--- config.mk ---
export PLATFORM = sky130hd
export DESIGN_NAME = mem_arbiter_rr
export DESIGN_NICKNAME = d
export VERILOG_FILES = /design/src/rtl/params_pkg.sv /design/src/rtl/rr_picker.sv /design/src/rtl/mem_arbiter_rr.sv
export SDC_FILE = /design/constraint.sdc
export NUM_CORES = 1
export LEC_CHECK = 0
export CORE_AREA = 2 2 292 294
export CTS_CLUSTER_SIZE = 16
export DETAILED_ROUTE_END_ITERATION = 12
export DIE_AREA = 0 0 294 296
export MAX_ROUTING_LAYER = met4
export SLEW_MARGIN = 20
export SYNTH_ARGS = -nofsm -noshare
export SYNTH_HDL_FRONTEND = slang
export SYNTH_SLANG_ARGS = --single-unit
--- constraint.sdc ---
create_clock -name clk -period 2.1 [get_ports clk]
set_input_delay 0.42 -clock clk [delete_from_list [all_inputs] [get_ports clk]]
set_output_delay 0.42 -clock clk [all_outputs]
set_load 0.02 [all_outputs]
--- src/rtl/params_pkg.sv ---
// Shared memory-side types and arbiter enums for the L1-to-memory path.
package params_pkg;

  localparam int PADDR_W = 32;
  localparam int LINE_W  = 128;

  typedef logic [PADDR_W-1:0] paddr_t;
  typedef logic [LINE_W-1:0]  cacheline_t;

  typedef enum logic {
    ARB_FIXED = 1'b0,
    ARB_RR    = 1'b1
  } arb_mode_e;

  typedef logic [1:0] arb_state_t;

  localparam arb_state_t IDLE      = 2'd0;
  localparam arb_state_t ISSUE     = 2'd1;
  localparam arb_state_t WAIT_RESP = 2'd2;

  // Index/counter width that never collapses to zero bits.
  function automatic int clog2_min1(input int value);
    return (value <= 2) ? 1 : $clog2(value);
  endfunction

endpackage

--- src/rtl/rr_picker.sv ---
// Combinational winner select: lowest set index (fixed) or first set index at/after rr_ptr (round-robin).
// Zero latency; emits no grant when no request is set.
module rr_picker
  import params_pkg::*;
#(
  parameter int        NUM_REQ  = 2,
  parameter arb_mode_e ARB_MODE = ARB_FIXED,
  parameter int        ID_W     = clog2_min1(NUM_REQ)
) (
  input  logic [NUM_REQ-1:0] req_i,
  input  logic [ID_W-1:0]    rr_ptr_i,
  output logic [NUM_REQ-1:0] gnt_o,
  output logic [ID_W-1:0]    gnt_id_o,
  output logic               gnt_vld_o
);

  logic [2*NUM_REQ-1:0] dbl_req;
  int unsigned          base;
  logic                 found;

  always_comb begin
    gnt_o    = '0;
    gnt_id_o = '0;
    found    = 1'b0;
    base     = (ARB_MODE == ARB_RR) ? 32'(rr_ptr_i) : 32'd0;
    // Rotating the doubled vector puts rr_ptr at bit 0, so the first set bit is the winner.
    dbl_req  = {req_i, req_i} >> base;
    for (int k = 0; k < NUM_REQ; k++) begin
      if (!found && dbl_req[k]) begin
        found    = 1'b1;
        gnt_id_o = ID_W'((base + 32'(k)) % 32'(NUM_REQ));
      end
    end
    if (found) begin
      gnt_o[gnt_id_o] = 1'b1;
    end
    gnt_vld_o = found;
  end

endmodule

--- src/rtl/mem_arbiter_rr.sv ---
// Shares one cacheline memory port among NUM_REQ requesters, one transaction in flight, optional timeout.
// Grant one cycle after request, earliest response one cycle after grant; requesters hold req_valid until req_gnt.
module mem_arbiter_rr
  import params_pkg::*;
#(
  parameter int        NUM_REQ        = 2,
  parameter arb_mode_e ARB_MODE       = ARB_FIXED,
  parameter int        TIMEOUT_CYCLES = 0,
  parameter int        TO_W           = clog2_min1(TIMEOUT_CYCLES + 1),
  parameter int        ID_W           = clog2_min1(NUM_REQ)
) (
  input  logic                       clk,
  input  logic                       rst,
  input  logic [NUM_REQ-1:0]         req_valid,
  input  logic [NUM_REQ-1:0]         req_we,
  input  paddr_t     [NUM_REQ-1:0]   req_addr,
  input  cacheline_t [NUM_REQ-1:0]   req_wdata,
  output logic [NUM_REQ-1:0]         req_gnt,
  output cacheline_t                 req_rdata,
  output logic [NUM_REQ-1:0]         req_rvalid,
  output logic [NUM_REQ-1:0]         req_err,
  output logic                       mem_req,
  output logic                       mem_we,
  output paddr_t                     mem_addr,
  output cacheline_t                 mem_wdata,
  input  cacheline_t                 mem_rdata,
  input  logic                       mem_rvalid,
  output logic                       busy,
  output logic [ID_W-1:0]            owner_id
);

  localparam logic [TO_W-1:0] TO_LAST = TO_W'((TIMEOUT_CYCLES > 0) ? TIMEOUT_CYCLES - 1 : 0);

  arb_state_t       state_q, state_d;
  logic [ID_W-1:0]  owner_q, owner_d;
  logic [ID_W-1:0]  rr_ptr_q, rr_ptr_d;
  logic [TO_W-1:0]  to_cnt_q, to_cnt_d;
  logic             cmd_we_q, cmd_we_d;
  paddr_t           cmd_addr_q, cmd_addr_d;
  cacheline_t       cmd_wdata_q, cmd_wdata_d;

  logic [NUM_REQ-1:0] pick_gnt;
  logic [ID_W-1:0]    pick_id;
  logic               pick_vld;
  logic               timeout_hit;

  rr_picker #(
    .NUM_REQ  (NUM_REQ),
    .ARB_MODE (ARB_MODE),
    .ID_W     (ID_W)
  ) u_picker (
    .req_i     (req_valid),
    .rr_ptr_i  (rr_ptr_q),
    .gnt_o     (pick_gnt),
    .gnt_id_o  (pick_id),
    .gnt_vld_o (pick_vld)
  );

  assign timeout_hit = (TIMEOUT_CYCLES > 0) && (to_cnt_q == TO_LAST);

  always_comb begin
    state_d     = state_q;
    owner_d     = owner_q;
    rr_ptr_d    = rr_ptr_q;
    to_cnt_d    = to_cnt_q;
    cmd_we_d    = cmd_we_q;
    cmd_addr_d  = cmd_addr_q;
    cmd_wdata_d = cmd_wdata_q;
    req_gnt     = '0;
    req_rvalid  = '0;
    req_err     = '0;
    mem_req     = 1'b0;

    case (state_q)
      IDLE: begin
        if (pick_vld) begin
          state_d     = ISSUE;
          owner_d     = pick_id;
          rr_ptr_d    = (pick_id == ID_W'(NUM_REQ - 1)) ? '0 : pick_id + 1'b1;
          cmd_we_d    = 1'b0;
          cmd_addr_d  = '0;
          cmd_wdata_d = '0;
          for (int i = 0; i < NUM_REQ; i++) begin
            if (pick_gnt[i]) begin
              cmd_we_d    = req_we[i];
              cmd_addr_d  = req_addr[i];
              cmd_wdata_d = req_wdata[i];
            end
          end
        end
      end

      ISSUE: begin
        req_gnt[owner_q] = 1'b1;
        mem_req          = 1'b1;
        to_cnt_d         = '0;
        state_d          = WAIT_RESP;
      end

      WAIT_RESP: begin
        // A response arriving on the expiry cycle still completes normally.
        if (mem_rvalid) begin
          req_rvalid[owner_q] = 1'b1;
          state_d             = IDLE;
        end else if (timeout_hit) begin
          req_err[owner_q] = 1'b1;
          state_d          = IDLE;
        end else begin
          to_cnt_d = to_cnt_q + 1'b1;
        end
      end

      default: state_d = IDLE;
    endcase
  end

  always_ff @(posedge clk or negedge rst) begin
    if (!rst) begin
      state_q     <= IDLE;
      owner_q     <= '0;
      rr_ptr_q    <= '0;
      to_cnt_q    <= '0;
      cmd_we_q    <= 1'b0;
      cmd_addr_q  <= '0;
      cmd_wdata_q <= '0;
    end else begin
      state_q     <= state_d;
      owner_q     <= owner_d;
      rr_ptr_q    <= (ARB_MODE == ARB_RR) ? rr_ptr_d : '0;
      to_cnt_q    <= to_cnt_d;
      cmd_we_q    <= cmd_we_d;
      cmd_addr_q  <= cmd_addr_d;
      cmd_wdata_q <= cmd_wdata_d;
    end
  end

  assign mem_we    = cmd_we_q;
  assign mem_addr  = cmd_addr_q;
  assign mem_wdata = cmd_wdata_q;
  assign req_rdata = mem_rdata;
  assign busy      = (state_q != IDLE);
  assign owner_id  = owner_q;

endmodule
==> results of run 1 <==
==> metrics by stage <==
step	hold WS, ns	util	cells	power (mW)
finish	0.4568	0.1779	2348	20.74
global route	0.4421	0.1779	2348	22.07
floorplan	0.1244	-	887	12.22
global placement	0.4359	0.1713	2312	17.61
CTS	0.3911	0.1777	2344	21.05
detailed placement	0.4336	0.1713	2312	17.71
==> state kept, by name, indices dropped and copies added (netlist names) <==
signal     flops
state_q        2
mem_addr      32
owner_id       1
mem_wdata    128
mem_we         1
==> cell usage after synthesis (2+ instances only) <==
library cell	n
a22oi_1	161
a31oi_1	4
a32oi_1	157
buf_1	2
buf_2	43
buf_4	133
buf_6	10
clkbuf_1	29
dfrtp_1	164
inv_1	2
nand2_1	157
nand2b_1	2
nor2_1	5
nor2b_1	4
nor3b_1	2
o21ai_0	5
==> routing by layer <==
metal / vias to the layer above / GRT usage / wire [µm]
met5: - / - / 0
met4: 0 / 0.06757 / 2633
met3: 136 / 0.05111 / 5259
met2: 502 / 0.1515 / 20550
met1: 4285 / 0.1142 / 17720
li1: 3993 / - / -
==> timing repair <==
| action | CTS | global route |
|---|---|---|
| hold endpoints to repair | 30 | 0 |
| resized for setup | 12 | 4 |
| setup endpoints to repair | 7 | 4 |
| hold buffers | 1 | 0 |
| gates cloned | 0 | 0 |
==> worst max path at each step <==
stage | start | end | slack, ns | cells after the start
finish | mem_wdata[95] | mem_wdata[95] | 0.08 | 1
global route | mem_addr[3] | mem_addr[3] | 0.003 | 1
CTS | owner_id | owner_id | 0.003 | 1
detailed placement | mem_rvalid | req_rvalid[0] | -0.05 | 3
global placement | mem_rvalid | req_rvalid[0] | -0.04 | 3
floorplan | state_q[0] | req_rvalid[0] | 0.51 | 2
==> power breakdown <==
| part | internal, mW | total, mW | switching (mW) |
|---|---|---|---|
| Sequential | 4.81 | 6.16 | 1.36 |
| Combinational | 5.35 | 11.4 | 6.06 |
| Clock | 1.55 | 3.17 | 1.62 |
| Total | 11.7 | 20.7 | 9.04 |
==> area by class of cell <==
type | instances | area share
repair buffers | 553 | 0.3725
flip-flops and latches | 164 | 0.2740
multi-input cells | 503 | 0.2244
well taps | 1090 | 0.09105
clock buffers | 18 | 0.02932
clock inverters | 13 | 0.006683
inverters | 3 | 0.001420
diodes | 4 | 0.0006683
==> placed cells by master (no fill, tap or decap), drive strengths merged <==
cell type        n
nor2b            4
dlygate4sd3      1
conb             2
nor3b            3
and4b            1
clkdlybuf4s15    3
dlymetal6s2s     1
clkinvlp         4
a31oi            4
buf             61
a22oi          161
nor2             6
nand2          157
nand2b           2
diode            4
and2             1
inv              8
dfrtp          164
a32oi          157
dlygate4sd2      2
clkinv           4
clkbuf          20
o21ai            5
clkdlybuf4s50  483
==> cell families after synthesis <==
kind of cell / Yosys count / synth area share
AOI/OAI and AO/OA: 327 / 0.2959
buffers and inverters: 220 / 0.1633
DFF: 164 / 0.4610
other: 1 / 0.0004212
and+or+nand+nor: 174 / 0.07941
==> impl_metrics.tcl, run 1 <==
set metrics [dict create \
    port-buffer-count 494 \
    clock-sinks 164 \
    yosysTopAreaCellShare 0.4610 \
    synth-seq-cells 164 \
    status "complete, no violations" \
    dieArea_um2 87020 \
    drive_gt1_frac 0.07974 \
    antenna_found_initial 14 \
    hold_viol_final 0 \
    totalWireLength_um 46160 \
    fin_setup_tns_ns 0 \
    start_util 0.1057 \
    yosysUniqueCellTypes 22 \
    slew_viol_final 0 \
    drc 0 \
    synth-seq-area-share 0.4610 \
    fin_nets 1697 \
    regArea_um2 4104 \
    multiInputGateArea_um2 3361 \
    skew_ns 0.01818 \
    path_buf_inv 1 \
    critPathMaxFanout 3 \
    cp-start-kind "flip-flop" \
    fmax_mhz 494.2 \
    synth_warnings 0 \
    syn_area_um2 8902 \
    rsz0062_at_grt "no" \
    drt_iter0_markers 534 \
    crit_arrival_ns 1.60 \
    async_flop_share 1.000 \
    slowest_stage "clkdlybuf4s50_1" \
    cts_tree "built" \
    grt_usage 0.1048 \
    reg2reg_to "mem_wdata[46]" \
    path_clk_slew_ns 0.07 \
    post_dp_cell_area_um2 14430 \
    clk_latency_ns 0.50 \
    grt_overflow 0 \
    routedWlPerCell_um 19.66 \
    pre_cts_ws_ns -0.04604 \
    clock-root-buffer "clkbuf_16" \
    rrSetupSlack_ns 0.39 \
    synth_area_leaders "dfrtp_1, a32oi_1, a22oi_1" \
    grt_pass1_wl_um 62980 \
    worstPathCellList "clkdlybuf4s50_1" \
    path_class "flip-flop to output pin" \
    place_hpwl_um 34880 \
    irDropWorstVdd_v 0.0006452 \
    synth-edff-count 0 \
    hold_path_class "input port to async pin" \
    fin_ws_ns 0.07671 \
    drv_cap 0 \
    synth_flop_cell "dfrtp_1" \
    fillCellCount 9338 \
    firstDrtPassIters 5 \
    rr_startpoint "state_q[1]" \
    cp_data_required_time_ns 1.68 \
    ant_nets 0 \
    grt_max_degree 78 \
    die_y_um 296 \
    grt_pass1_vias 8881 \
    setup_viol 0 \
    via_per_inst 3.797 \
    worstSetupEndpointType "output pin" \
    vias 8916 \
    yosysTopAreaCell "dfrtp_1" \
    fin_crit_sh 0.9635 \
    syn2layout_area_growth_pct 68.25 \
    pin_count 753 \
    static-leakage-power_nw 5.765 \
    slowest_delay_ns 0.74 \
    die_w_um 294 \
    place.gp.congestion 0.7699 \
    syn_inst 886 \
    syn_area_per_cell_um2 10.05 \
    post_cts.repair.setup_buffers 0 \
    reg2reg_depth 6 \
    core_area_um2 84210 \
    clk_path_buf_depth 2 \
    p_per_area_nw_per_um2 1385 \
    path_delay_family "buffers and inverters" \
    final_cell_area_um2 14980 \
    row_count 107 \
    finalCriticalPeriod_ns 2.023 \
    htreeDepth 4 \
    numCtsBuffers 17 \
]
No activity file was read; power rests on OpenSTA's default activity.
==> inputs of run 2 (changes only) <==
- GPL_ROUTABILITY_DRIVEN: unset -> 0
==> results of run 2 <==
No change in the layout: final DEF, timing and power equal those of run 1.
==> inputs of run 3 (changes only) <==
- CORE_AREA: 2 2 292 294 -> 2 2 293 295
- DIE_AREA: 0 0 294 296 -> 0 0 295 297
- SKIP_CTS_REPAIR_TIMING: unset -> 1
- SYNTH_HIERARCHICAL: unset -> 1
==> run 3 against run 2 <==
  * Design area fell by 2.5%
  * Wire length fell by 12%
  * Clock-buffer cell count rose by 5
  * Sequential cell count did not move
  * Critical endpoint is now owner_id
==> impl_metrics.tcl, run 3 <==
set metrics [dict create \
    path_buf_inv 1 \
    fmax_mhz 500.0 \
    syn_inst 867 \
    largest_reg_flops 128 \
    critPathMaxFanout 6 \
    rrSetupSlack_ns 0.40 \
    drv_cap 0 \
    synth-seq-cells 164 \
    synth_most_common_cell "dfrtp_1" \
    numCtsBuffers 17 \
    via_per_inst 3.279 \
    cts_tree "built" \
    synth_area_leaders "dfrtp_1, a22oi_1, buf_4" \
    rsz0062_at_grt "no" \
    fin_ws_ns 0.1001 \
    fillCellCount 9438 \
    totalWireLength_um 40760 \
    fin_nets 1706 \
    finalCriticalPeriod_ns 2.000 \
    core_area_um2 84480 \
    grt_pass1_wl_um 54990 \
    reg2reg_depth 6 \
    drive_gt1_frac 0.08861 \
    rr_startpoint "state_q[0]" \
    path_class "flip-flop to output pin" \
    synth_common_cells "dfrtp_1, nor2_1, a21oi_1, a22oi_1, buf_4" \
    synth_warnings 6 \
    grt_usage 0.09321 \
    static-leakage-power_nw 5.572 \
    clk_path_buf_depth 2 \
    layout_commonest_cell "clkdlybuf4s50_1" \
    pin_count 753 \
    slew_viol_final 0 \
    drt_iter0_markers 302 \
    place_hpwl_um 33010 \
    routedWlPerCell_um 16.90 \
    p_per_area_nw_per_um2 1320 \
    crit_end "owner_id" \
    yosysTopAreaCellShare 0.4989 \
    worstPathCellList "clkdlybuf4s50_1" \
    hold_viol_final 0 \
    fin_total_pwr_mw 19.27 \
    slowest_delay_ns 0.63 \
    path_delay_family "buffers and inverters" \
    port-buffer-count 494 \
    ant_nets 0 \
    htreeDepth 4 \
    vias 7908 \
    cp_data_required_time_ns 1.68 \
    fin_crit_sh 0.9523 \
    clk_latency_ns 0.48 \
    syn_area_um2 8225 \
    slowest_stage "clkdlybuf4s50_1" \
    synth-seq-area-share 0.4989 \
    hold_path_class "input port to async pin" \
    skew_ns 0.008840 \
    mostFrequentLayoutCells "clkdlybuf4s50_1, nor2_1, dfrtp_1, a22oi_1, a21oi_1" \
    grt_max_degree 78 \
    cp-start-kind "flip-flop" \
    pre_cts_ws_ns -0.3852 \
    slew_headroom 0.5999 \
    synth-edff-count 0 \
    dieArea_um2 87620 \
    met3_usage 0.03624 \
    clock-root-buffer "clkbuf_16" \
    cp_num_cells 1 \
    irDropWorstVdd_v 0.0005873 \
    drc 0 \
    reg2reg_to "mem_wdata[10]" \
    syn2layout_area_growth_pct 77.46 \
    grt_busiest_layer "met2" \
    async_flop_share 1.000 \
    status "complete, no violations" \
    synth_flop_cell "dfrtp_1" \
    yosysUniqueCellTypes 25 \
    crit_start "owner_id" \
    grtUsageMet2 0.1360 \
    start_util 0.09737 \
    firstDrtPassIters 5 \
    worstSetupEndpointType "output pin" \
    yosysTopAreaCell "dfrtp_1" \
    row_count 107 \
    antenna_found_initial 15 \
    grt_overflow 0 \
    crit_arrival_ns 1.58 \
    syn_area_per_cell_um2 9.487 \
    die_w_um 295 \
    path_clk_slew_ns 0.07 \
    grt_pass1_vias 7962 \
    clock-sinks 164 \
    worstMarginPinSlew_ns 0.6002 \
    met1_usage 0.1089 \
    die_y_um 297 \
    setup_viol 0 \
]
[run 3: cell types whose count changed after synthesis, sizes merged, moves of 3 or more]
cell	before	now
a21oi	0	160
a32oi	157	0
nand2	157	1
nor2	6	162
clkbuf	29	9
buf	188	195
o21ai	5	1
a31oi	4	1
[run 3: final cells by class]
cell class,instances,area (µm²),share of cell area
Antenna cell,4,10.01,0.0006858
Sequential cell,164,4106,0.2813
Inverter,1,3.754,0.0002572
Clock inverter,9,71.32,0.004886
Tap cell,1144,1431,0.09806
Clock buffer,23,488.0,0.03343
Multi-Input combinational cell,499,2746,0.1882
Timing Repair Buffer,568,5739,0.3932
[run 3: worst min path at each step]
stage / to / slack [ns]
2_1_floorplan: mem_addr[0] / 0.12
3_3_place_gp: mem_wdata[7] / 0.43
3_5_place_dp: mem_wdata[7] / 0.43
4_1_cts: mem_wdata[7] / -0.14
5_1_grt: mem_wdata[7] / 0.45
6_report: mem_wdata[7] / 0.46
[run 3: power by group]
group / leakage [nW] / internal (mW) / switching (mW)
logic: 3.41 / 4.86 / 5.41
clock network: 0.266 / 1.65 / 1.53
registers: 1.90 / 4.84 / 0.995
[run 3: kinds of logic after synthesis]
logic type	after synthesis	synth area share
compound gates	322	0.2448
buf+inv	205	0.1699
simple gates	174	0.08458
flops	164	0.4989
mux	1	0.001369
other cells	1	0.0004559
[run 3: through the flow]
| stage | area (µm²) | setup TNS (ns) | util | cells | hold WS, ns |
|---|---|---|---|---|---|
| after floorplan | 8229 | 0 | - | 868 | 0.1244 |
| after CTS | 14550 | -1.632 | 0.1723 | 2407 | -0.1387 |
| final | 14600 | 0 | 0.1728 | 2412 | 0.4621 |
| after global routing | 14590 | 0 | 0.1728 | 2411 | 0.4524 |
| after global placement | 13990 | -37.99 | 0.1656 | 2375 | 0.4333 |
| after detailed placement | 13990 | -47.67 | 0.1656 | 2375 | 0.4325 |
[run 3: per-layer routing]
metal  vias up  wire [µm]
met4         0       2055
met5         -          0
met2       508      17560
met1      3567      17110
met3       130       4037
li1       3703          -
